## src/rtl/tx_pkg.sv

```systemverilog
// Shared types and line levels for the serial byte transmitter and its FIFO.
package tx_pkg;

  typedef enum logic [1:0] {IDLE, START, DATA, STOP} tx_state_t;

  localparam int   DATA_BITS = 8;
  localparam logic START_LVL = 1'b0;
  localparam logic STOP_LVL  = 1'b1;
  localparam logic IDLE_LVL  = 1'b1;

endpackage

```

## src/rtl/tx_fifo.sv

```systemverilog
// Byte FIFO feeding the transmitter; head entry is visible combinationally so a
// pop and the shift-register load happen on the same edge.
module tx_fifo
  import tx_pkg::*;
#(
  parameter int DEPTH = 4
) (
  input  logic                   clk,
  input  logic                   rst,
  input  logic                   push,
  input  logic [DATA_BITS-1:0]   push_data,
  input  logic                   pop,
  output logic [DATA_BITS-1:0]   head_data,
  output logic                   full,
  output logic                   empty,
  output logic [$clog2(DEPTH):0] count
);

  localparam int AW = $clog2(DEPTH);

  logic [DATA_BITS-1:0] mem [DEPTH];
  logic [AW-1:0]        wr_ptr_reg;
  logic [AW-1:0]        rd_ptr_reg;
  logic [AW:0]          count_reg;
  logic                 do_push;
  logic                 do_pop;

  assign full      = (count_reg == (AW+1)'(DEPTH));
  assign empty     = (count_reg == '0);
  assign count     = count_reg;
  assign head_data = mem[rd_ptr_reg];
  assign do_push   = push && !full;
  assign do_pop    = pop && !empty;

  // Storage needs no reset: the pointers define which entries are meaningful.
  always_ff @(posedge clk) begin
    if (do_push) begin
      mem[wr_ptr_reg] <= push_data;
    end
  end

  always_ff @(posedge clk or posedge rst) begin
    if (rst) begin
      wr_ptr_reg <= '0;
      rd_ptr_reg <= '0;
      count_reg  <= '0;
    end else begin
      if (do_push) begin
        wr_ptr_reg <= wr_ptr_reg + AW'(1);
      end
      if (do_pop) begin
        rd_ptr_reg <= rd_ptr_reg + AW'(1);
      end
      case ({do_push, do_pop})
        2'b10:   count_reg <= count_reg + (AW+1)'(1);
        2'b01:   count_reg <= count_reg - (AW+1)'(1);
        default: count_reg <= count_reg;
      endcase
    end
  end

endmodule

```

## src/rtl/tx_block.sv

```systemverilog
// Serial byte transmitter: idle-high line, one start bit, eight data bits LSB
// first, one stop bit, CLKS_PER_BIT clocks per bit, fed from a small FIFO.
module tx_block
  import tx_pkg::*;
#(
  parameter int CLKS_PER_BIT = 10,
  parameter int FIFO_DEPTH   = 4
) (
  input  logic                        clk,
  input  logic                        rst,
  input  logic [7:0]                  tx_data,
  input  logic                        data_valid,
  output logic                        tx_ready,
  output logic                        serial_out,
  output logic                        tx_busy,
  output logic [$clog2(FIFO_DEPTH):0] fifo_count,
  output logic                        overrun_error,
  input  logic                        clear_error
);

  localparam int             CW       = $clog2(CLKS_PER_BIT);
  localparam int             BW       = $clog2(DATA_BITS);
  localparam logic [CW-1:0]  CLK_LAST = CW'(CLKS_PER_BIT - 1);
  localparam logic [BW-1:0]  BIT_LAST = BW'(DATA_BITS - 1);

  tx_state_t            state_reg,   state_next;
  logic [CW-1:0]        clk_cnt_reg, clk_cnt_next;
  logic [BW-1:0]        bit_cnt_reg, bit_cnt_next;
  logic [DATA_BITS-1:0] shift_reg,   shift_next;
  logic                 serial_reg,  serial_next;
  logic                 overrun_reg, overrun_next;

  logic                 fifo_push;
  logic                 fifo_pop;
  logic                 fifo_full;
  logic                 fifo_empty;
  logic [DATA_BITS-1:0] head_data;

  assign tx_ready      = !fifo_full;
  assign fifo_push     = data_valid && tx_ready;
  assign serial_out    = serial_reg;
  assign overrun_error = overrun_reg;
  assign tx_busy       = (state_reg != IDLE) || (fifo_count != '0);

  tx_fifo #(
    .DEPTH(FIFO_DEPTH)
  ) u_fifo (
    .clk      (clk),
    .rst      (rst),
    .push     (fifo_push),
    .push_data(tx_data),
    .pop      (fifo_pop),
    .head_data(head_data),
    .full     (fifo_full),
    .empty    (fifo_empty),
    .count    (fifo_count)
  );

  always_ff @(posedge clk or posedge rst) begin
    if (rst) begin
      state_reg   <= IDLE;
      clk_cnt_reg <= '0;
      bit_cnt_reg <= '0;
      shift_reg   <= '0;
      serial_reg  <= IDLE_LVL;
      overrun_reg <= 1'b0;
    end else begin
      state_reg   <= state_next;
      clk_cnt_reg <= clk_cnt_next;
      bit_cnt_reg <= bit_cnt_next;
      shift_reg   <= shift_next;
      serial_reg  <= serial_next;
      overrun_reg <= overrun_next;
    end
  end

  // The line level is registered from the current state, so it trails the
  // state by one clock; every bit still lasts exactly CLKS_PER_BIT cycles.
  always_comb begin
    state_next   = state_reg;
    clk_cnt_next = clk_cnt_reg;
    bit_cnt_next = bit_cnt_reg;
    shift_next   = shift_reg;
    serial_next  = IDLE_LVL;
    fifo_pop     = 1'b0;
    case (state_reg)
      IDLE: begin
        serial_next = IDLE_LVL;
        if (!fifo_empty) begin
          fifo_pop     = 1'b1;
          shift_next   = head_data;
          clk_cnt_next = '0;
          state_next   = START;
        end
      end
      START: begin
        serial_next = START_LVL;
        if (clk_cnt_reg == CLK_LAST) begin
          clk_cnt_next = '0;
          bit_cnt_next = '0;
          state_next   = DATA;
        end else begin
          clk_cnt_next = clk_cnt_reg + CW'(1);
        end
      end
      DATA: begin
        serial_next = shift_reg[0];
        if (clk_cnt_reg == CLK_LAST) begin
          clk_cnt_next = '0;
          shift_next   = shift_reg >> 1;
          if (bit_cnt_reg == BIT_LAST) begin
            state_next = STOP;
          end else begin
            bit_cnt_next = bit_cnt_reg + BW'(1);
          end
        end else begin
          clk_cnt_next = clk_cnt_reg + CW'(1);
        end
      end
      STOP: begin
        serial_next = STOP_LVL;
        if (clk_cnt_reg == CLK_LAST) begin
          clk_cnt_next = '0;
          // Chain straight into the next frame when a byte is waiting.
          if (!fifo_empty) begin
            fifo_pop   = 1'b1;
            shift_next = head_data;
            state_next = START;
          end else begin
            state_next = IDLE;
          end
        end else begin
          clk_cnt_next = clk_cnt_reg + CW'(1);
        end
      end
      default: begin
        state_next = IDLE;
      end
    endcase

    overrun_next = overrun_reg;
    if (clear_error) begin
      overrun_next = 1'b0;
    end else if (data_valid && !tx_ready) begin
      overrun_next = 1'b1;
    end
  end

endmodule

```

## config.mk

```make
export PLATFORM = sky130hd
export DESIGN_NAME = tx_block
export DESIGN_NICKNAME = d
export VERILOG_FILES = /design/src/rtl/tx_pkg.sv /design/src/rtl/tx_fifo.sv /design/src/rtl/tx_block.sv
export SDC_FILE = /design/constraint.sdc
export NUM_CORES = 1
export LEC_CHECK = 0
export BUFFER_PORTS_ARGS = -buffer_cell sky130_fd_sc_hd__buf_2
export CAP_MARGIN = 20
export CORE_MARGIN = 8
export CORE_UTILIZATION = 25
export DETAILED_ROUTE_END_ITERATION = 12
export PLACE_DENSITY_LB_ADDON = 0.1
export SYNTH_ARGS = -nofsm -noshare
export SYNTH_HDL_FRONTEND = slang
export SYNTH_SLANG_ARGS = --single-unit
```

## constraint.sdc

```tcl
create_clock -name clk -period 2.3 [get_ports clk]
set_input_delay 0.46 -clock clk [delete_from_list [all_inputs] [get_ports clk]]
set_output_delay 0.46 -clock clk [all_outputs]
set_load 0.02 [all_outputs]
```

* After elaboration in Yosys (flattened, before gate mapping)
Memory sizes are Yosys's and may differ from the RTL's.
Index checks and enable logic that the tools add are counted.
** Cells by class
- Add/sub/neg operators :: 6
- Equality and inequality tests :: 14
- Muxes and demuxes :: 27
- Reductions and logical operators :: 20
** Operators by type and width (number)
- 8-bit two-way mux :: 3
- 8-bit one-hot mux with 3 select lines :: 1
- 2-bit != test (second input constant) :: 6
- 3-bit one-hot mux with 2 select lines :: 2
- 2-bit two-way mux :: 5
- 3-bit two-way mux :: 3
- 4-bit two-way mux :: 2
- 2-bit one-hot mux with 4 select lines :: 1
- 4-bit one-hot mux with 2 select lines :: 1
- 2-bit nonzero test :: 4
- 1-bit two-way mux :: 7
- 3-bit by 1-bit adder with 3-bit output (second input constant) :: 2
- 2-bit == test (second input constant) :: 3
- 3-bit == test (second input constant) :: 2
- 3-bit nonzero test :: 2
- 5-bit AND reduction :: 1
- 2-bit by 1-bit adder with 2-bit output (second input constant) :: 2
- 4-bit by 1-bit adder with 4-bit output (second input constant) :: 1
- 2-bit by 1-bit == test with 1-bit output (second input constant) :: 2
- 4-bit == test (second input constant) :: 1
- 1-bit logical AND :: 4
- 4-bit AND reduction :: 1
- 3-bit logical NOT :: 1
- 1-bit one-hot mux with 3 select lines :: 1
- 8 further kinds :: 9
** Word-level totals
- Register bits after elaboration :: 26
- RAM bits :: 32
- Input port bits :: 12
- Output and inout bits :: 7
- Word-level logic and storage cells :: 77
- Memories :: 1
** Memories
- u_fifo.mem :: depth 4, width 8, rd ports 1, clocked after memory_dff 0, write ports 1, RTL line tx_fifo.sv:21 : logic [DATA_BITS-1:0] mem [DEPTH];

* Longest topological paths before layout
- Depth after elaboration :: 7
- Mapped depth :: 10

* By module
Synthesis repeated with hierarchy kept, for this count alone.
** Unflattened totals
- Cell total of the unflattened synthesis :: 178
- Area total of the unflattened synthesis :: 2718.9 um^2
** By module, submodules not included
- tx_fifo :: times used 1, cells an instance 80, area an instance 1596.5 um^2, sequential area each 1136.1 um^2
- tx_block :: times used 1, cells an instance 98, area an instance 1122.3 um^2, sequential area each 476.7 um^2

* Least setup slack after synthesis
No wires, ideal clock.
- Path kind :: reg-to-reg
- From :: reg clk_cnt_reg[1]
- To :: reg u_fifo.count_reg[2] (netlist: u_fifo.count[2])
- Arrival :: 2.207 ns
- Required time :: 2.219 ns
- Path slack :: 0.012 ns
- Cell stages (with the launch flop) :: 11
- Buffers on the path :: 0
- Period minus slack after synthesis :: 2.288 ns
- Path through :: dfrtp_1 > inv_1 > ha_1 > nand4b_1 > a211oi_1 > ha_1 > inv_1 > fa_1 > xor2_1 > nor2_1 > xor2_1
** On the way
- Longest elaborated chain between the ends :: 6
- Elaborated cells on any way between the ends :: 8
- Classes of those cells :: eq/ne (3); mux (3); reduce/logical (2)
** RTL lines
- start: declaration :: RTL line tx_block.sv:27 : logic [CW-1:0] clk_cnt_reg, clk_cnt_next;
- start signal: assignment :: RTL line tx_block.sv:69 : clk_cnt_reg <= clk_cnt_next;
- 4-bit == test (*) :: RTL line tx_block.sv:122 : if (clk_cnt_reg == CLK_LAST) begin
- 1-bit two-way mux (*) :: RTL line tx_block.sv:122
- 1-bit one-hot mux with 2 select lines (*) :: RTL line tx_block.sv:86 : case (state_reg)
- 1-bit logical AND (*) :: RTL line tx_fifo.sv:33 : assign do_pop = pop && !empty;
- via u_fifo.do_pop :: RTL line tx_fifo.sv:26 : logic do_pop;
- 2-bit by 1-bit == test with 1-bit output / 2-bit == test (equally long branches) :: RTL line tx_fifo.sv:54 : case ({do_push, do_pop})
- 3-bit one-hot mux with 2 select lines / 2-bit nonzero test (equally long branches)
- end signal: assignment :: RTL line tx_fifo.sv:55 : 2'b10: count_reg <= count_reg + (AW+1)'(1);
- end signal: assignment :: RTL line tx_fifo.sv:56 : 2'b01: count_reg <= count_reg - (AW+1)'(1);
- end signal: assignment :: RTL line tx_fifo.sv:57 : default: count_reg <= count_reg;
- end: declaration :: RTL line tx_fifo.sv:24 : logic [AW:0] count_reg;
The timed path passes the listed nets; every way through them passes the cells marked *.
A chain may end at the register's enable or synchronous reset.

* Worst setup path in the final report
Same ends and word-level chain as after synthesis.

==> flow_summary.yaml <==
routing:
  postRouteWirelength_um: 5430
  viasPerCell: 4.26
  wirelength_met1_um: 2630
  postRouteAntennaNets: 0
  drt-initial-drc-count: 57
  top_layer_used: "met4"
  wl_met2_um: 2570
  route.detailed.drc: 0
  dr.pass1.iters: 4
  avgRoutedWirePerCell_um: 14.1
  vias: 1636
  wl_met3_um: 161
placed_design:
  placed_area_mm2: 0.00300
  io_buffers: 18
  place_ws_ns: -0.0136
  hpwlAfterDp_um: 3670
  gp_congestion: 0.692
sta:
  tightest_slew_ns: 0.521
  fin_worst_skew_ns: 0.00828
  max_slew_margin: 0.653
  hold_viol: 0
  max_freq_ghz: 0.467
  slew_violations: 0
  rsz0062_at_grt: "no"
  period_needed_ns: 2.14
  setup_viol: 0
  timing.hold.ws_ns: 0.180
  fin_ws_ns: 0.160
  fin_crit_sh: 0.930
finish:
  multi_input_area_mm2: 0.00101
  syn_to_final_growth_pct: 21.4
  seqCellArea_mm2: 0.00161
  final_util: 0.306
  final_area_mm2: 0.00326
  antenna_cells: 0
  largest_reg_flops: 32
  drive_gt1_frac: 0.287
  fillers: 1114
  nets: 266
clock_tree:
  clockRootBuffer: "clkbuf_8"
  h-tree-depth: 3
  cts_buffers: 9
  insertion_delay_ns: 0.33
  cts_tree: "built"
  cts_sinks: 58
  cts_buffer_depth: 2
  clk_pin_slew_ns: 0.07
power:
  p_leak_nw: 1.30
  powerDensity_mw_per_mm2: 862
  ir_worst_vdd_mv: 0.336
setup_path:
  end_kind: "flip-flop"
  critPathLaunchType: "flip-flop"
  cp.required_ns: 2.56
  path_class: "flip-flop to flip-flop"
  crit_arrival_ns: 2.40
  worstPathMaxFanout: 3
yosys:
  synth_flop_cell: "edfxtp_1"
  ys_warn_count: 0
  synthTopCellsByCount: "edfxtp_1 (32), dfrtp_1 (25), ha_1 (14), inv_1 (13)"
  yosysTopAreaCell: "edfxtp_1"
  yosys.cell_types.count: 42
  async_flop_share: 0.448
  syn_nets: 228
  syn_area_per_cell_um2: 13.4
  ys_ff_latch: 58
  syn-cell-area_mm2: 0.00269
  yosys.cell_count.top_type: "edfxtp_1"
  syn_inst: 201
  yosys-top-cells-area: "edfxtp_1 (36%), dfrtp_1 (23%), ha_1 (6.5%), mux2_2 (3.4%), mux2i_1 (3.0%)"
  synth_edf_count: 32
  yosysTopAreaCellShare: 0.358
  yosysSeqAreaShare: 0.600
floorplan:
  die_h_um: 120
  ios: 19
  row_count: 38
  start_util: 0.252
  core_mm2: 0.0107
  fp.dieArea_mm2: 0.0143
  die_w_um: 120
grt:
  grt_overflow: 0
  grt_pass1_vias: 1700
  grt_max_degree: 27
  grtUsageTotal: 0.0812
  antenna_found_initial: 0
  grt_pass1_wl_um: 8960
status:
  status: "complete, no violations"
job:
  max_cap_violations: 0
min_path:
  min_path_type: "primary input to asynchronous set/reset pin"
==> area by class of cell <==
class	instances	share of cell area
clock buffer	11	0.0403
clock inverter	5	0.0242
inverter	13	0.0150
multi-input combinational	124	0.310
sequential	58	0.494
tap	140	0.0537
timing repair buffer	33	0.0621
==> through the flow <==
step | cells | setup TNS, ns | power [W]
after global placement | 364 | 0 | 0.00184
after CTS | 380 | 0 | 0.00286
after global routing | 384 | 0 | 0.00296
after floorplan | 201 | 0 | 0.00167
final | 384 | 0 | 0.00281
after detailed placement | 364 | -0.0136 | 0.00184
==> per-layer routing <==
| metal | GRT usage | vias up |
|---|---|---|
| met5 | 0 | - |
| met4 | 0.0304 | 0 |
| met3 | 0.0319 | 5 |
| met2 | 0.126 | 20 |
| met1 | 0.0997 | 798 |
| li1 | - | 813 |
==> power by group <==
group	internal, W	switching [W]	total (W)
Sequential	0.00128	0.000106	0.00138
Combinational	0.000157	0.000264	0.000421
Clock	0.000607	0.000403	0.00101
==> worst max-delay path: stages, from the launching register on <==
cell and delay [ns]:
dfrtp_1 0.40, inv_2 0.07, ha_2 0.17, nand4b_1 0.13, a211oi_2 0.29, ha_2 0.23, inv_1 0.05, fa_2 0.33
xor2_1 0.14, nor2_1 0.12, xor2_1 0.15
==> cells in the final DEF (no fill, tap or decap), types with 2 or more instances in the layout <==
master       n
ha_2         2
mux2_2       8
or2_2        2
xnor2_1      3
nor2_1      12
a22oi_1      2
xor2_1       3
nor3_1       8
clkinvlp_4   2
nand4b_1     2
a21oi_1     10
buf_4       15
nand2_1     12
buf_2       18
edfxtp_1    32
and3_1       4
clkbuf_8     9
nor2b_1      2
nand2b_1     2
mux2i_1      8
inv_1       12
ha_1        11
a221oi_1     7
dfrtp_1     25
o21ai_0      8
clkbuf_1     2
bufinv_16    2
==> worst paths after layout <==
check                                           start                          end  slack (ns)  cells past startpoint
max                        clk_cnt_reg[1]$_DFFE_PP0P_  u_fifo.count[2]$_DFFE_PP0P_        0.16                     10
min                                               rst    overrun_error$_DFFE_PP0P_        0.18                      3
max reg2reg                clk_cnt_reg[1]$_DFFE_PP0P_  u_fifo.count[2]$_DFFE_PP0P_        0.16                     10
min reg2reg                 overrun_error$_DFFE_PP0P_    overrun_error$_DFFE_PP0P_        0.50                      2
max in group asynchronous                         rst         serial_out$_DFF_PP1_        1.79                      3
min in group clk                          clear_error    overrun_error$_DFFE_PP0P_        0.27                      2
==> cells by family after synthesis <==
family | count (synthesis) | synth area share
AND/OR/NAND/NOR | 50 | 0.106
buffers and inverters | 19 | 0.0321
flip-flops | 58 | 0.600
AO/OA/AOI/OAI | 36 | 0.0974
multiplexers | 17 | 0.0717
adder cells (fa/ha/maj) | 15 | 0.0727
XOR/XNOR | 6 | 0.0196
==> timing repair <==
item / in CTS / in global routing
pin swaps: 0 / 3
setup endpoints to repair: 1 / 1
resized for setup: 1 / 5
hold buffers: 0 / 0
buffers inserted: 0 / 4
Note: power is estimated with default switching activity, not from simulation.
